### config.mk
export PLATFORM = sky130hd
export DESIGN_NAME = bf_exec_unit
export DESIGN_NICKNAME = d
export VERILOG_FILES = /design/src/rtl/bf_pkg.sv /design/src/rtl/bf_ptr_file.sv /design/src/rtl/bf_exec_unit.sv
export SDC_FILE = /design/constraint.sdc
export NUM_CORES = 1
export LEC_CHECK = 0
export BUFFER_PORTS_ARGS = -buffer_cell sky130_fd_sc_hd__buf_2
export CORE_MARGIN = 2
export CORE_UTILIZATION = 57
export DETAILED_ROUTE_END_ITERATION = 12
export PLACE_DENSITY_LB_ADDON = 0.05
export SETUP_SLACK_MARGIN = 0.1
export SLEW_MARGIN = 20
export SYNTH_ARGS = -nofsm -noshare
export SYNTH_HDL_FRONTEND = slang
export SYNTH_HIERARCHICAL = 1
export SYNTH_SLANG_ARGS = --single-unit
### constraint.sdc
create_clock -name clk -period 6.8 [get_ports clk]
set_clock_uncertainty 0.05 [all_clocks]
set_input_delay 0 -clock clk [delete_from_list [all_inputs] [get_ports clk]]
set_output_delay 0 -clock clk [all_outputs]
set_load 0.01 [all_outputs]
### src/rtl/bf_pkg.sv
// Shared instruction encoding for the brainf*ck core (fetch/decode and execute).
package bf_pkg;

  localparam int unsigned OP_W  = 4;
  localparam int unsigned IMM_W = 12;
  localparam int unsigned INS_W = OP_W + IMM_W;

  localparam logic [OP_W-1:0] OP_NOP   = 4'h0;
  localparam logic [OP_W-1:0] OP_PLUS  = 4'h1;
  localparam logic [OP_W-1:0] OP_MINUS = 4'h2;
  localparam logic [OP_W-1:0] OP_INC   = 4'h3;
  localparam logic [OP_W-1:0] OP_DEC   = 4'h4;
  localparam logic [OP_W-1:0] OP_BRZ   = 4'h5;
  localparam logic [OP_W-1:0] OP_BRNZ  = 4'h6;
  localparam logic [OP_W-1:0] OP_GETC  = 4'h7;
  localparam logic [OP_W-1:0] OP_PRINT = 4'h8;
  localparam logic [OP_W-1:0] OP_HALT  = 4'hF;

  function automatic logic [OP_W-1:0] ins_op(input logic [INS_W-1:0] ins);
    return ins[INS_W-1:IMM_W];
  endfunction

  function automatic logic [IMM_W-1:0] ins_imm(input logic [INS_W-1:0] ins);
    return ins[IMM_W-1:0];
  endfunction

endpackage

### src/rtl/bf_ptr_file.sv
// Per-thread data pointer registers with one write port and a write-forwarding read port.
module bf_ptr_file #(
  parameter int unsigned PTR_W     = 16,
  parameter int unsigned NTHREADS  = 4,
  parameter int unsigned PTR_RESET = 128,
  localparam int unsigned TID_W    = $clog2(NTHREADS)
) (
  input  logic             clk,
  input  logic             rst,
  input  logic             we,
  input  logic [TID_W-1:0] waddr,
  input  logic [PTR_W-1:0] wdata,
  input  logic [TID_W-1:0] raddr,
  output logic [PTR_W-1:0] rdata
);

  logic [PTR_W-1:0] ptr_q [NTHREADS];

  always_ff @(posedge clk or posedge rst) begin
    if (rst) begin
      for (int i = 0; i < int'(NTHREADS); i++) ptr_q[i] <= PTR_W'(PTR_RESET);
    end else if (we) begin
      ptr_q[waddr] <= wdata;
    end
  end

  // A pointer committing this cycle is seen by the instruction being accepted.
  assign rdata = (we && (waddr == raddr)) ? wdata : ptr_q[raddr];

endmodule

### src/rtl/bf_exec_unit.sv
// Multi-thread execute stage: pointer update, tape read-modify-write, branch resolve, PRINT/GETC handshakes.
module bf_exec_unit
  import bf_pkg::*;
#(
  parameter int unsigned DATA_W    = 16,
  parameter int unsigned PTR_W     = 16,
  parameter int unsigned NTHREADS  = 4,
  parameter int unsigned PTR_RESET = 128,
  localparam int unsigned TID_W    = $clog2(NTHREADS),
  localparam int unsigned ADDR_W   = TID_W + PTR_W
) (
  input  logic                clk,
  input  logic                rst,
  input  logic                in_valid,
  output logic                in_ready,
  input  logic [INS_W-1:0]    in_ins,
  input  logic [TID_W-1:0]    in_tid,
  input  logic [DATA_W-1:0]   in_val,
  output logic [ADDR_W-1:0]   rd_addr,
  output logic                wb_en,
  output logic [ADDR_W-1:0]   wb_addr,
  output logic [DATA_W-1:0]   wb_data,
  output logic                br_en,
  output logic [TID_W-1:0]    br_tid,
  output logic [IMM_W-1:0]    br_target,
  output logic                print_valid,
  input  logic                print_ready,
  output logic [DATA_W-1:0]   print_data,
  output logic [TID_W-1:0]    print_tid,
  input  logic                getc_valid,
  output logic                getc_ready,
  input  logic [DATA_W-1:0]   getc_data,
  output logic [NTHREADS-1:0] halted
);

  typedef enum logic {ST_EMPTY, ST_HOLD} state_t;

  state_t              state_q, state_d;
  logic [OP_W-1:0]     op_q;
  logic [IMM_W-1:0]    imm_q;
  logic [TID_W-1:0]    tid_q;
  logic [DATA_W-1:0]   cell_q;
  logic [PTR_W-1:0]    ptr_q;
  logic [NTHREADS-1:0] halted_q, halted_d;

  logic                hold, complete, accept, drop;
  logic                ptr_we;
  logic [PTR_W-1:0]    ptr_wdata, ptr_fwd;
  logic [DATA_W-1:0]   amt_d, cell_in;
  logic [PTR_W-1:0]    amt_p;

  bf_ptr_file #(
    .PTR_W     (PTR_W),
    .NTHREADS  (NTHREADS),
    .PTR_RESET (PTR_RESET)
  ) u_ptr_file (
    .clk   (clk),
    .rst   (rst),
    .we    (ptr_we),
    .waddr (tid_q),
    .wdata (ptr_wdata),
    .raddr (in_tid),
    .rdata (ptr_fwd)
  );

  assign rd_addr = {in_tid, ptr_fwd};
  assign halted  = halted_q;
  assign hold    = (state_q == ST_HOLD);
  assign amt_d   = (imm_q == '0) ? DATA_W'(1) : DATA_W'(imm_q);
  assign amt_p   = (imm_q == '0) ? PTR_W'(1) : PTR_W'(imm_q);

  always_comb begin
    state_d     = state_q;
    complete    = 1'b0;
    ptr_we      = 1'b0;
    ptr_wdata   = ptr_q;
    halted_d    = halted_q;
    wb_en       = 1'b0;
    wb_addr     = '0;
    wb_data     = '0;
    br_en       = 1'b0;
    br_tid      = '0;
    br_target   = '0;
    print_valid = 1'b0;
    print_data  = '0;
    print_tid   = '0;
    getc_ready  = 1'b0;

    if (hold) begin
      case (op_q)
        OP_PRINT: complete = print_ready;
        OP_GETC:  complete = getc_valid;
        default:  complete = 1'b1;
      endcase
    end

    in_ready = !hold || complete;
    accept   = in_valid && in_ready;

    if (hold) begin
      case (op_q)
        OP_PLUS: begin
          wb_en   = 1'b1;
          wb_data = cell_q + amt_d;
        end
        OP_MINUS: begin
          wb_en   = 1'b1;
          wb_data = cell_q - amt_d;
        end
        OP_GETC: begin
          getc_ready = 1'b1;
          wb_en      = getc_valid;
          wb_data    = getc_valid ? getc_data : '0;
        end
        OP_PRINT: begin
          print_valid = 1'b1;
          print_data  = cell_q;
          print_tid   = tid_q;
        end
        OP_INC: begin
          ptr_we    = 1'b1;
          ptr_wdata = ptr_q + amt_p;
        end
        OP_DEC: begin
          ptr_we    = 1'b1;
          ptr_wdata = ptr_q - amt_p;
        end
        OP_BRZ:  br_en = (cell_q == '0);
        OP_BRNZ: br_en = (cell_q != '0);
        OP_HALT: halted_d[tid_q] = 1'b1;
        default: ;
      endcase
    end

    if (wb_en) wb_addr = {tid_q, ptr_q};
    if (br_en) begin
      br_tid    = tid_q;
      br_target = imm_q;
    end

    // A cell written this cycle at the address being read supersedes the stale RAM data.
    cell_in = (wb_en && (wb_addr == rd_addr)) ? wb_data : in_val;
    // halted_d already includes a HALT of this thread completing now.
    drop    = halted_d[in_tid];

    if (hold && complete) state_d = ST_EMPTY;
    if (accept && !drop)  state_d = ST_HOLD;
  end

  always_ff @(posedge clk or posedge rst) begin
    if (rst) begin
      state_q  <= ST_EMPTY;
      op_q     <= OP_NOP;
      imm_q    <= '0;
      tid_q    <= '0;
      cell_q   <= '0;
      ptr_q    <= '0;
      halted_q <= '0;
    end else begin
      state_q  <= state_d;
      halted_q <= halted_d;
      if (accept && !drop) begin
        op_q   <= ins_op(in_ins);
        imm_q  <= ins_imm(in_ins);
        tid_q  <= in_tid;
        cell_q <= cell_in;
        ptr_q  <= ptr_fwd;
      end
    end
  end

endmodule
Word-level counts from Yosys, hierarchy flattened
Index checks and enable logic that the tools add are counted.
Storage, ports and cells
  bits in registers: 119
  latch bits: 0
  memory bits (writable): 0
  memory bits (read-only): 0
  input bits: 55
  output and inout port bits: 93
  word-level logic and storage cells: 92
  memories: 0
Operators by class
  add/subtract/negate cells: 4
  $mul: 0
  divide/modulo/power cells: 0
  $lt $le $gt $ge: 6
  eq/ne operators: 11
  shift operators: 0
  mux-type cells: 41
  bitwise logic cells: 3
  reductions and logical operators: 16
Operator list (number)
  2-to-1 mux 16 bit: 10
  bitwise mux 64 bit: 1
  one-hot mux 16 bit (3 select lines): 1
  adder 16 x 12 -> 16 bit: 2
  binary-select mux 16 bit (select 2 bit): 1
  demux 16 bit (select 2 bit): 1
  one-hot mux 16 bit (2 select lines): 1
  subtractor 16 x 12 -> 16 bit: 2
  2-to-1 mux 12 bit: 2
  == test 18 bit: 1
  2-to-1 mux 18 bit: 1
  == test 4 x 3 -> 1 bit (second input constant): 4
  zero test 16 bit: 1
  nonzero test 16 bit: 1
  2-to-1 mux 1 bit: 13
  zero test 12 bit: 1
  == test 4 x 2 -> 1 bit (second input constant): 2
  == test 4 bit (second input constant): 2
  2-to-1 mux 4 bit: 2
  logical AND 1 bit: 7
  >= comparator 3 bit (second input constant): 2
  < comparator 2 x 3 -> 1 bit (second input constant): 2
  2-to-1 mux 2 bit: 3
  NOT 2 -> 3 bit: 2
  12 further kinds: 16

Depth between registers and ports, before layout
  word-level depth: 12
  mapped depth: 26
  depth with buffers taken out: 25

Modules after synthesis
The synthesis kept the hierarchy.
Modules (own cells, without submodules)
  bf_exec_unit: instances 1, cells an instance 633, area an instance 5282.6 sq um, sequential area each 1376.3 sq um
  bf_ptr_file: instances 1, cells an instance 180, area an instance 3121.7 sq um, sequential area each 1606.5 sq um

Least setup slack after synthesis
OpenSTA, ideal clock, no wires.
  kind: register to register
  start point: register op_q[2]
  end point: register cell_q[7]
  setup time: 0.134 ns
  data arrival time: 5.061 ns
  data required time: 6.616 ns
  slack: 1.555 ns
  stages on the path, launching flop included: 24
  buffers on the path: 3
  clock period less this slack: 5.245 ns
  cells stage by stage: dfrtp_1 > clkbuf_1 > nand2b_1 > or3_1 > inv_1 > clkbuf_1 > nor2_1 > xnor2_1 > ha_1 > a21o_1 > a21oi_1 > o21ai_0 > a21oi_1 > o21ai_0 > o41a_1 > o21a_1 > o31ai_1 > mux2_4 > xnor2_1 > nand4_1 > or4_4 > buf_2 > a311oi_1 > o31ai_1
On the way
  elaborated cells between the ends (all ways): 33
  classes of those cells: 8 x eq/ne; 17 x mux; 8 x reduce/logical
RTL lines
  start, declared: RTL line bf_exec_unit.sv:39  | logic [OP_W-1:0] op_q;
  start signal, assigned: RTL line bf_exec_unit.sv:163  | op_q <= ins_op(in_ins);
  == test 4 x 3 -> 1 bit or == test 4 x 2 -> 1 bit (tied branches): RTL line bf_exec_unit.sv:101  | case (op_q)
  one-hot mux 16 bit (2 select lines) *: RTL line bf_exec_unit.sv:101
  2-to-1 mux 16 bit *: RTL line bf_exec_unit.sv:100  | if (hold) begin
  via ptr_wdata[14]: RTL line bf_exec_unit.sv:48  | logic [PTR_W-1:0] ptr_wdata, ptr_fwd;
  2-to-1 mux 16 bit *: RTL line bf_ptr_file.sv:28  | assign rdata = (we && (waddr == raddr)) ? wdata : ptr_q[raddr];
  via rd_addr[14]: RTL line bf_exec_unit.sv:19  | output logic [ADDR_W-1:0] rd_addr,
  == test 18 bit *: RTL line bf_exec_unit.sv:142  | cell_in = (wb_en && (wb_addr == rd_addr)) ? wb_data : in_val;
  logical AND 1 bit *: RTL line bf_exec_unit.sv:142
  2-to-1 mux 16 bit *: RTL line bf_exec_unit.sv:142
  end signal, assigned: RTL line bf_exec_unit.sv:166  | cell_q <= cell_in;
  end, declared: RTL line bf_exec_unit.sv:42  | logic [DATA_W-1:0] cell_q;
Mark *: on every way through the listed nets, which the timed path passes. The rest lies on a longest branch. The select of a mux whose other input is x is not followed.
A chain may end at the register's enable or synchronous reset.

Worst setup path in the final report
  start point: register op_q[0]
  end point: register cell_q[14]
On the way
  elaborated cells between the ends (all ways): 33
  classes of those cells: 8 x eq/ne; 17 x mux; 8 x reduce/logical
RTL lines (RTL line)
  == test 4 x 3 -> 1 bit or == test 4 x 2 -> 1 bit (tied branches): bf_exec_unit.sv:101
  one-hot mux 16 bit (2 select lines) *: bf_exec_unit.sv:101
  2-to-1 mux 16 bit *: bf_exec_unit.sv:100
  via ptr_wdata[14]: bf_exec_unit.sv:48
  2-to-1 mux 16 bit *: bf_ptr_file.sv:28
  == test 18 bit *: bf_exec_unit.sv:142
  logical AND 1 bit *: bf_exec_unit.sv:142
  2-to-1 mux 16 bit *: bf_exec_unit.sv:142
Marked as above.

==> impl_metrics.ini <==
[timing]
fmax_ghz = 0.161
period_share_pct = 91.6
rsz0062_at_grt = no
setup_viol = 0
setup_ws_ns = 0.572
hold_viol = 0
fin_crit_ns = 6.23
fin_hold_ws_ns = 0.0301
tns_ns = 0
worst_slew_pin_slew_ns = 0.942
max-slew-margin-rel_pct = 37.2
slew_viol_final = 0

[setup_path]
slowest_stage = or4_4
crit_chain = nand2b_1 -> or3_1 -> inv_1 -> nor2_1 -> xnor2_1 -> ha_1 -> a21o_1 -> a21oi_1 -> o21ai_0 -> a21oi_1 -> o21ai_0 -> o41a_1 -> o21a_1 -> o31ai_2 -> mux2_4 -> xnor2_1 -> nand4_1 -> or4_4 -> or2_2 -> o211ai_1
rr_endpoint = cell_q[14]
required_ns = 7.08
critPathMaxFanout = 23
critPathLaunch = op_q[0]
arrival_ns = 6.51
slowest_delay_ns = 0.61
r2r-start = op_q[0]
worst_setup_path_end_kind = flip-flop
critical_path.endpoint = cell_q[14]
startpoint_type = flip-flop
regToRegSetupSlack_ns = 0.57
criticalPathCategory = reg -> reg
ff2ff_path_depth = 20

[floorplanning]
die_h_um = 125
die_w_um = 125
num_io_pins = 148
dieArea_sq_mm = 0.0157
rows = 44
core-area_sq_mm = 0.0145
initial_core_util_pct = 58.0

[detailed_routing]
ant_nets = 0
wirelength_mm = 23.3
firstDrtPassIters = 5
viasPerCell = 5.93
wl_per_cell_um = 19.7
vias = 7009
drt_iter0_drc = 398
drc = 0

[placed_design]
placed_area_sq_mm = 0.00921
io_buffers = 147
post-place-ws_ns = 0.455
dp_hpwl_mm = 16.6
place_congestion = 0.883
placed_cells_incl_taps = 1109

[clocking]
cts.sinks = 119
clock_latency_ns = 0.42
clkTransAtPathRegs_ns = 0.06
cts_buffers = 17
htreeDepth = 4
cts_tree = built
clockRootBuffer = clkbuf_16
cts_buffer_depth = 2

[synth]
synth_edf_count = 0
syn_avg_cell_area_sq_um = 10.3
syn_nets = 901
synth-seq-area-share_pct = 35.5
netlist_instances = 813
yosys_register_bits = 119
synth_top_cell_by_area = dfrtp_1
syn_area_sq_mm = 0.00840
yosysTopAreaCellShare_pct = 34.2
yosys-top-cells-area = dfrtp_1, mux2_2, ha_1, and2_1, mux4_2
async_reset_ff_share_pct = 100
yosys_warnings = 6
synth_ff_type = dfrtp_1
ys_types = 79

[global_route]
gr-usage-all-layers_pct = 30.4
grt_pass1_wl_mm = 37.8
grt_max_degree = 65
grt_pass1_vias = 7237
grt_overflow = 0
antenna_found_initial = 0

[run_status]
status = complete, no violations

[cells_and_area]
layout_commonest_cell = buf_2
final_area_sq_mm = 0.0102
final_layout_size_suffix_gt1_share_pct = 32.8
layout_common_cells = buf_2, dfrtp_1, mux2_2
area_growth_pct = 21.3
antennaDiodeCount = 0
final_util_pct = 70.4
fin_cells = 1181
final_nets = 1072

[power_and_ir_drop]
vdd_drop_max_v = 0.000246
internal_power_mw = 2.17
p_total_mw = 3.70
p_switching_mw = 1.53
p_leak_nw = 5.31
p_sw_share_pct = 41.4
p_clk_share_pct = 24.0
power_density_mw_per_mm2 = 363
pwr-share-comb_pct = 46.8
seq_power_share_pct = 29.2

[worst_hold_path]
worstHoldStart = getc_data[12]
hp-class = in -> reg

[job]
maxCapViolations = 0
## cell usage after synthesis, drive strengths merged, types with 5 or more instances
library cell / instances
or3: 7
nand4: 5
a21o: 11
clkbuf: 18
a211oi: 5
dfrtp: 115
o31ai: 9
mux4: 16
and2: 54
xnor2: 29
mux2i: 15
buf: 24
mux2: 114
nand3: 11
nand2: 67
and3: 6
inv: 25
nand3b: 5
nor2b: 13
nor3: 7
o21a: 6
ha: 31
o21ai: 43
nor4: 12
a21oi: 17
nor2: 40
nand2b: 11
o21bai: 5
xor2: 25
a22oi: 7
## registers in the layout, summed over array words and instances, names as in the netlist
register and cells:
u_ptr_file/ptr_q 64, cell_q 16, ptr_q 16, imm_q 12, halted 4, op_q 4
tid_q 2, hold 1
## kinds of logic (layout without fill, tap and decap cells)
group | count (synthesis) | count (layout) | synth area share [%]
AND/OR/NAND/NOR | 260 | 260 | 17.2
multiplexers | 145 | 145 | 21.8
AO/OA/AOI/OAI | 134 | 134 | 10.7
flip-flops | 119 | 119 | 35.5
buffers and inverters | 68 | 252 | 3.93
XOR/XNOR | 54 | 54 | 5.81
adder cells (fa/ha/maj) | 33 | 33 | 5.09
## critical path: cells and delay by family (launching register included)
kind / cells / cell delay [ns]
AOI/OAI and AO/OA: 9 / 2.36
xor gates and xnor gates: 2 / 0.28
adders and majority gates: 1 / 0.34
buffers and inverters: 1 / 0.37
DFF: 1 / 0.50
muxes: 1 / 0.28
and+or+nand+nor: 6 / 1.93
## worst min-delay path by stage
stage,end,slack [ns],cells past startpoint
floorplan,rd_addr[16],0.04,1
global placement,op_q[1],0.18,2
detailed placement,imm_q[10],0.19,2
CTS,cell_q[7],0.008,4
global route,cell_q[7],0.05,4
finish,cell_q[12],0.03,5
## layout make-up
cell class / instances / area [sq um]
timing repair buffer: 194 / 1190
sequential: 119 / 2980
fill: 1061 / 4280
clock inverter: 12 / 115
multi-input combinational: 626 / 5110
tap: 184 / 230
clock buffer: 20 / 467
inverter: 26 / 98.8
## routing by layer
layer	global-route usage, %	routed length [um]	up-vias	share of wire [%]
met3	6.68	1240	47	5.3
li1	-	-	3279	-
met2	53.5	11800	243	51
met4	10.4	622	0	2.7
met5	0	0	-	0
met1	36.8	9650	3440	41
## power by group through the flow
| stage | clock network (mW) | logic, mW | registers (mW) |
|---|---|---|---|
| 3_5_place_dp | 0 | 1.68 | 1.09 |
| 5_1_grt | 0.932 | 1.92 | 1.11 |
| 6_report | 0.886 | 1.73 | 1.08 |
| 2_1_floorplan | 0 | 1.35 | 0.974 |
| 4_1_cts | 0.902 | 1.72 | 1.08 |
| 3_3_place_gp | 0 | 1.63 | 1.08 |
## repair_timing
action	in CTS	in global routing
hold endpoints to repair	148	0
setup buffers	0	0
hold buffers	40	0
setup endpoints to repair	0	3
gates resized for setup	0	1
Power figures use the tool's default switching activity.
